===== src/rtl/scsp_midi_out_pkg.sv =====
// Shared types and constants for the SCSP MIDI output transmitter.
`timescale 1ns/1ps
package scsp_midi_out_pkg;

  // 22.5792 MHz / 31250 baud, truncated.
  localparam int unsigned MIDI_BAUD_DIV   = 722;
  localparam int unsigned MIDI_FIFO_DEPTH = 4;

  // One-hot transmitter state.
  typedef enum logic [3:0] {
    MidiTxIdle  = 4'b0001,
    MidiTxStart = 4'b0010,
    MidiTxData  = 4'b0100,
    MidiTxStop  = 4'b1000
  } midi_tx_state_t;

endpackage


===== src/rtl/scsp_midi_fifo.sv =====
// Synchronous byte FIFO for MOBUF; head entry is presented combinationally.
`timescale 1ns/1ps
module scsp_midi_fifo #(
  parameter int unsigned DEPTH = 4,
  localparam int unsigned PtrW = $clog2(DEPTH),
  localparam int unsigned CntW = PtrW + 1
) (
  input  logic            clk_i,
  input  logic            rst_ni,
  input  logic            push_i,
  input  logic            pop_i,
  input  logic [7:0]      din_i,
  output logic [7:0]      dout_o,
  output logic [CntW-1:0] count_o,
  output logic            empty_o,
  output logic            full_o
);

  logic [7:0]      mem_q [DEPTH];
  logic [PtrW-1:0] rd_q, wr_q;
  logic [CntW-1:0] cnt_q, cnt_d;
  logic            pop_ok, push_ok;

  assign empty_o = (cnt_q == '0);
  assign full_o  = (cnt_q == CntW'(DEPTH));
  assign dout_o  = mem_q[rd_q];
  assign count_o = cnt_q;

  // A pop on a full FIFO frees the slot a same-cycle push lands in.
  assign pop_ok  = pop_i && !empty_o;
  assign push_ok = push_i && (!full_o || pop_ok);

  // Occupancy next-state.
  always_comb begin
    cnt_d = cnt_q;
    unique case ({push_ok, pop_ok})
      2'b10:   cnt_d = cnt_q + 1'b1;
      2'b01:   cnt_d = cnt_q - 1'b1;
      default: cnt_d = cnt_q;
    endcase
  end

  // Storage and pointer update; pointers wrap naturally at a power-of-two depth.
  always_ff @(posedge clk_i) begin
    if (!rst_ni) begin
      rd_q  <= '0;
      wr_q  <= '0;
      cnt_q <= '0;
    end else begin
      if (push_ok) begin
        mem_q[wr_q] <= din_i;
        wr_q        <= wr_q + 1'b1;
      end
      if (pop_ok) begin
        rd_q <= rd_q + 1'b1;
      end
      cnt_q <= cnt_d;
    end
  end

endmodule


===== src/rtl/scsp_midi_out.sv =====
// SCSP MIDI output: MOBUF FIFO feeding an 8N1 serialiser, with CR2 status and IRQ.
`timescale 1ns/1ps
module scsp_midi_out
  import scsp_midi_out_pkg::*;
#(
  parameter int unsigned FIFO_DEPTH = MIDI_FIFO_DEPTH,
  parameter int unsigned BAUD_DIV   = MIDI_BAUD_DIV
) (
  input  logic       clk_i,
  input  logic       rst_ni,
  input  logic       ce_i,
  input  logic       mobuf_wr_i,
  input  logic [7:0] mobuf_di_i,
  output logic       oe_o,
  output logic       of_o,
  output logic       tx_busy_o,
  output logic       irq_mo_o,
  output logic       midi_txd_o
);

  localparam int unsigned CntW  = $clog2(FIFO_DEPTH) + 1;
  localparam int unsigned BaudW = $clog2(BAUD_DIV);

  midi_tx_state_t   state_q;
  logic [BaudW-1:0] baud_q;
  logic [2:0]       bit_q;
  logic [7:0]       shift_q;
  logic             txd_q;
  logic             irq_q;

  logic [7:0]       fifo_dout;
  logic [CntW-1:0]  fifo_count;
  logic             fifo_empty, fifo_full;
  logic             baud_wrap, pop;

  assign baud_wrap = (baud_q == BaudW'(BAUD_DIV - 1));
  // Pop from idle, or on the last stop tick so frames run back to back.
  assign pop = ce_i && !fifo_empty &&
               ((state_q == MidiTxIdle) || ((state_q == MidiTxStop) && baud_wrap));

  scsp_midi_fifo #(
    .DEPTH (FIFO_DEPTH)
  ) u_fifo (
    .clk_i   (clk_i),
    .rst_ni  (rst_ni),
    .push_i  (mobuf_wr_i),
    .pop_i   (pop),
    .din_i   (mobuf_di_i),
    .dout_o  (fifo_dout),
    .count_o (fifo_count),
    .empty_o (fifo_empty),
    .full_o  (fifo_full)
  );

  // Transmitter FSM, baud/bit counters and registered line/IRQ outputs.
  always_ff @(posedge clk_i) begin
    if (!rst_ni) begin
      state_q <= MidiTxIdle;
      baud_q  <= '0;
      bit_q   <= '0;
      shift_q <= '0;
      txd_q   <= 1'b1;
      irq_q   <= 1'b0;
    end else begin
      // Last byte leaves the FIFO with nothing arriving to replace it.
      irq_q <= pop && (fifo_count == CntW'(1)) && !mobuf_wr_i;
      if (ce_i) begin
        unique case (state_q)
          MidiTxIdle: begin
            if (pop) begin
              state_q <= MidiTxStart;
              shift_q <= fifo_dout;
              baud_q  <= '0;
              txd_q   <= 1'b0;
            end
          end
          MidiTxStart: begin
            if (baud_wrap) begin
              state_q <= MidiTxData;
              baud_q  <= '0;
              bit_q   <= '0;
              txd_q   <= shift_q[0];
            end else begin
              baud_q <= baud_q + 1'b1;
            end
          end
          MidiTxData: begin
            if (baud_wrap) begin
              baud_q <= '0;
              if (bit_q == 3'd7) begin
                state_q <= MidiTxStop;
                txd_q   <= 1'b1;
              end else begin
                bit_q   <= bit_q + 1'b1;
                shift_q <= shift_q >> 1;
                txd_q   <= shift_q[1];
              end
            end else begin
              baud_q <= baud_q + 1'b1;
            end
          end
          MidiTxStop: begin
            if (baud_wrap) begin
              baud_q <= '0;
              if (pop) begin
                state_q <= MidiTxStart;
                shift_q <= fifo_dout;
                txd_q   <= 1'b0;
              end else begin
                state_q <= MidiTxIdle;
              end
            end else begin
              baud_q <= baud_q + 1'b1;
            end
          end
          default: begin
            state_q <= MidiTxIdle;
            txd_q   <= 1'b1;
          end
        endcase
      end
    end
  end

  assign oe_o       = fifo_empty;
  assign of_o       = fifo_full;
  assign tx_busy_o  = (state_q != MidiTxIdle);
  assign irq_mo_o   = irq_q;
  assign midi_txd_o = txd_q;

endmodule


===== config.mk =====
export PLATFORM = sky130hd
export DESIGN_NAME = scsp_midi_out
export DESIGN_NICKNAME = d
export VERILOG_FILES = /design/src/rtl/scsp_midi_out_pkg.sv /design/src/rtl/scsp_midi_fifo.sv /design/src/rtl/scsp_midi_out.sv
export SDC_FILE = /design/constraint.sdc
export NUM_CORES = 1
export LEC_CHECK = 0
export ABC_AREA = 1
export CAP_MARGIN = 40
export CORE_ASPECT_RATIO = 1.75
export CORE_MARGIN = 1.5
export CORE_UTILIZATION = 45
export CTS_BUF_LIST = sky130_fd_sc_hd__clkbuf_4
export CTS_CLUSTER_SIZE = 8
export DETAILED_ROUTE_END_ITERATION = 6
export GPL_TIMING_DRIVEN = 1
export PLACE_DENSITY = 0.68
export SETUP_SLACK_MARGIN = 0.3
export SYNTH_ARGS = -nofsm -noshare
export SYNTH_HDL_FRONTEND = slang
export SYNTH_SLANG_ARGS = --single-unit

===== constraint.sdc =====
create_clock -name clk_i -period 6 [get_ports clk_i]
set_input_delay 1.5 -clock clk_i [delete_from_list [all_inputs] [get_ports clk_i]]
set_output_delay 1.5 -clock clk_i [all_outputs]
set_load 0.005 [all_outputs]

==> metrics.cfg <==
[cts]
clk_latency_ns=0.42
root_buffer=clkbuf_4
cts_tree=yes
clk_path_buf_depth=2
htreeDepth=3
clkTransAtPathRegs_ns=0.10
cts_sinks=68
cts_setup_buffers=0
numCtsBuffers=9
post_cts_resized=0
holdBufCountCts=0

[pwr]
p_per_area_nw_per_um2=340
peakVddDrop_uv=179
power.leakage_nw=1.45

[sta]
fin_crit_ns=3.40
maxSlewHeadroom_pct=44.5
finClkSkew_ns=0.0134
worst_slew_pin_slew_ns=0.830
fin_tns_setup_ns=0
fmax_mhz=294
fin_crit_sh_pct=56.7
setup_slack_ns=2.60
slew_viol_final=0
hold_viol=0
setup_viol=0
rsz0062_at_grt=no

[yosys]
synth-async-reset-ratio_pct=0
synth_edf_count=32
ys_ff_latch=68
syn_nets=414
syn_area_per_cell_sq_um=8.75
yosysWarnings=0
netlist_area_sq_um=3410
ys_seq_area_share_pct=49.3
synth_cells=390
synth-main-ff-cell=dfxtp_1
synth_cell_types=38

[route]
vias_per_cell=5.16
routed_wl_um=6890
num_vias=2568
drc=0
dr.pass1.iters=5
wl_per_cell_um=13.8
drtIter0Drc=131
ant_nets=0

[critical_path]
crit_path_start_kind=flop
critPathCapture=oe_o
arrival_ns=1.90
path_max_fanout=4
r2r_cells=9
endpoint_kind=output pin
rrSetupSlack_ns=3.49
crit_type=flop to output pin
r2r-start=baud_q[0]
crit_start=u_fifo.count_o[0]
required_ns=4.50
r2r_end=u_fifo.mem_q[3][7]

[floorplan]
start_util_pct=46.9
dieArea_sq_um=8140
die-width_um=68.8
num_rows=41
coreArea_sq_um=7280
die_height_um=118
io-pin-count=17

[run]
drv_cap=0

[global_routing]
grt_max_degree=26
grt_overflow_total=0
grt_pass1_wl_um=11400
track_usage_pct=19.2
first_global_vias=2607
grt_antenna_before_repair=0

[place]
hpwl_um=5270
io_buffers=16
post-place-ws_ns=2.18
routabilityCongestion=0.785

[final_layout]
fin_util_pct=51.3
final_nets=431
area_delta_synth_final_pct=9.38
diodes=0
drive_above_1_share_pct=12.6

[hold_path]
hold_path_class=flop to flop

[run_status]
status=completed

==> where the power goes <==
part | switching, mW | internal (mW) | total (mW)
Sequential | 0.0372 | 0.531 | 0.569
Combinational | 0.287 | 0.151 | 0.439
Clock | 0.150 | 0.113 | 0.262
==> area by class of cell <==
cell class / instances / area [sq um]
sequential: 68 / 1680
inverter: 50 / 188
clock inverter: 1 / 3.75
tap: 86 / 108
timing repair buffer: 16 / 160
multi-input combinational: 262 / 1480
clock buffer: 15 / 113
fill: 735 / 3550
==> synthesized netlist by cell type, types with 5 or more instances <==
library cell | number | area [sq um]
a21oi_2 | 8 | 70.1
edfxtp_1 | 32 | 961
nand2_1 | 56 | 210
ha_1 | 12 | 150
a21oi_1 | 19 | 95.1
nand3_1 | 28 | 140
inv_1 | 46 | 173
nor2_1 | 63 | 236
o21ai_0 | 27 | 135
nand4_1 | 5 | 31.3
dfxtp_1 | 36 | 721
==> registers in the layout, summed over array words and instances (netlist names), named ones only <==
| name | cells |
|---|---|
| midi_txd_o | 1 |
| irq_mo_o | 1 |
| u_fifo.mem_q | 32 |
| u_fifo.count_o | 3 |
| baud_q | 10 |
| bit_q | 3 |
| state_q | 4 |
| shift_q | 8 |
| u_fifo.rd_q | 2 |
| u_fifo.wr_q | 2 |
==> through the flow <==
step	cells	cell area (sq um)	hold slack, ns	total power, mW
floorplan	390	3410	0.427	0.918
global placement	482	3620	0.437	1.01
detailed placement	482	3620	0.447	1.02
CTS	498	3730	0.463	1.28
global route	498	3730	0.486	1.36
finish	498	3730	0.461	1.27
==> routing by layer <==
layer / GRT usage, % / vias up / wire [um]
li1: - / 1315 / -
met1: 17.6 / 1204 / 2480
met2: 35.9 / 32 / 4030
met3: 4.09 / 17 / 148
met4: 10.7 / 0 / 233
met5: 0 / - / 0
==> kinds of logic after synthesis <==
family          synth area share, %
compound gates                 10.9
xor+xnor                      0.770
fa+ha+maj                      4.40
buf+inv                        7.37
flops                          49.3
simple gates                   27.3
==> worst min path at each step <==
stage | start | to | slack, ns | cells after the start
final | shift_q[2] | shift_q[2] | 0.46 | 2
after detailed placement | shift_q[2] | shift_q[2] | 0.45 | 2
after floorplan | bit_q[1] | bit_q[1] | 0.43 | 2
after CTS | shift_q[2] | shift_q[2] | 0.46 | 2
after global routing | shift_q[2] | shift_q[2] | 0.49 | 2
after global placement | bit_q[2] | bit_q[2] | 0.44 | 2
==> worst max-delay path: stages (launching register included) <==
cell and delay (ns):
dfxtp_1 0.35, inv_1 0.12, ha_1 0.17, inv_1 0.05, or2_1 0.25, inv_1 0.07
clkdlybuf4s50_1 0.49
==> cell usage in the layout (no fill, tap or decap), types with 12 or more instances in the layout <==
cell type,instances
clkdlybuf4s50_1,16
o21ai_0,27
nand3_1,28
ha_1,12
nand2_1,56
nor2_1,63
a21oi_1,19
edfxtp_1,32
dfxtp_1,36
clkbuf_4,15
inv_1,46
(Power assumes the default switching activity.)
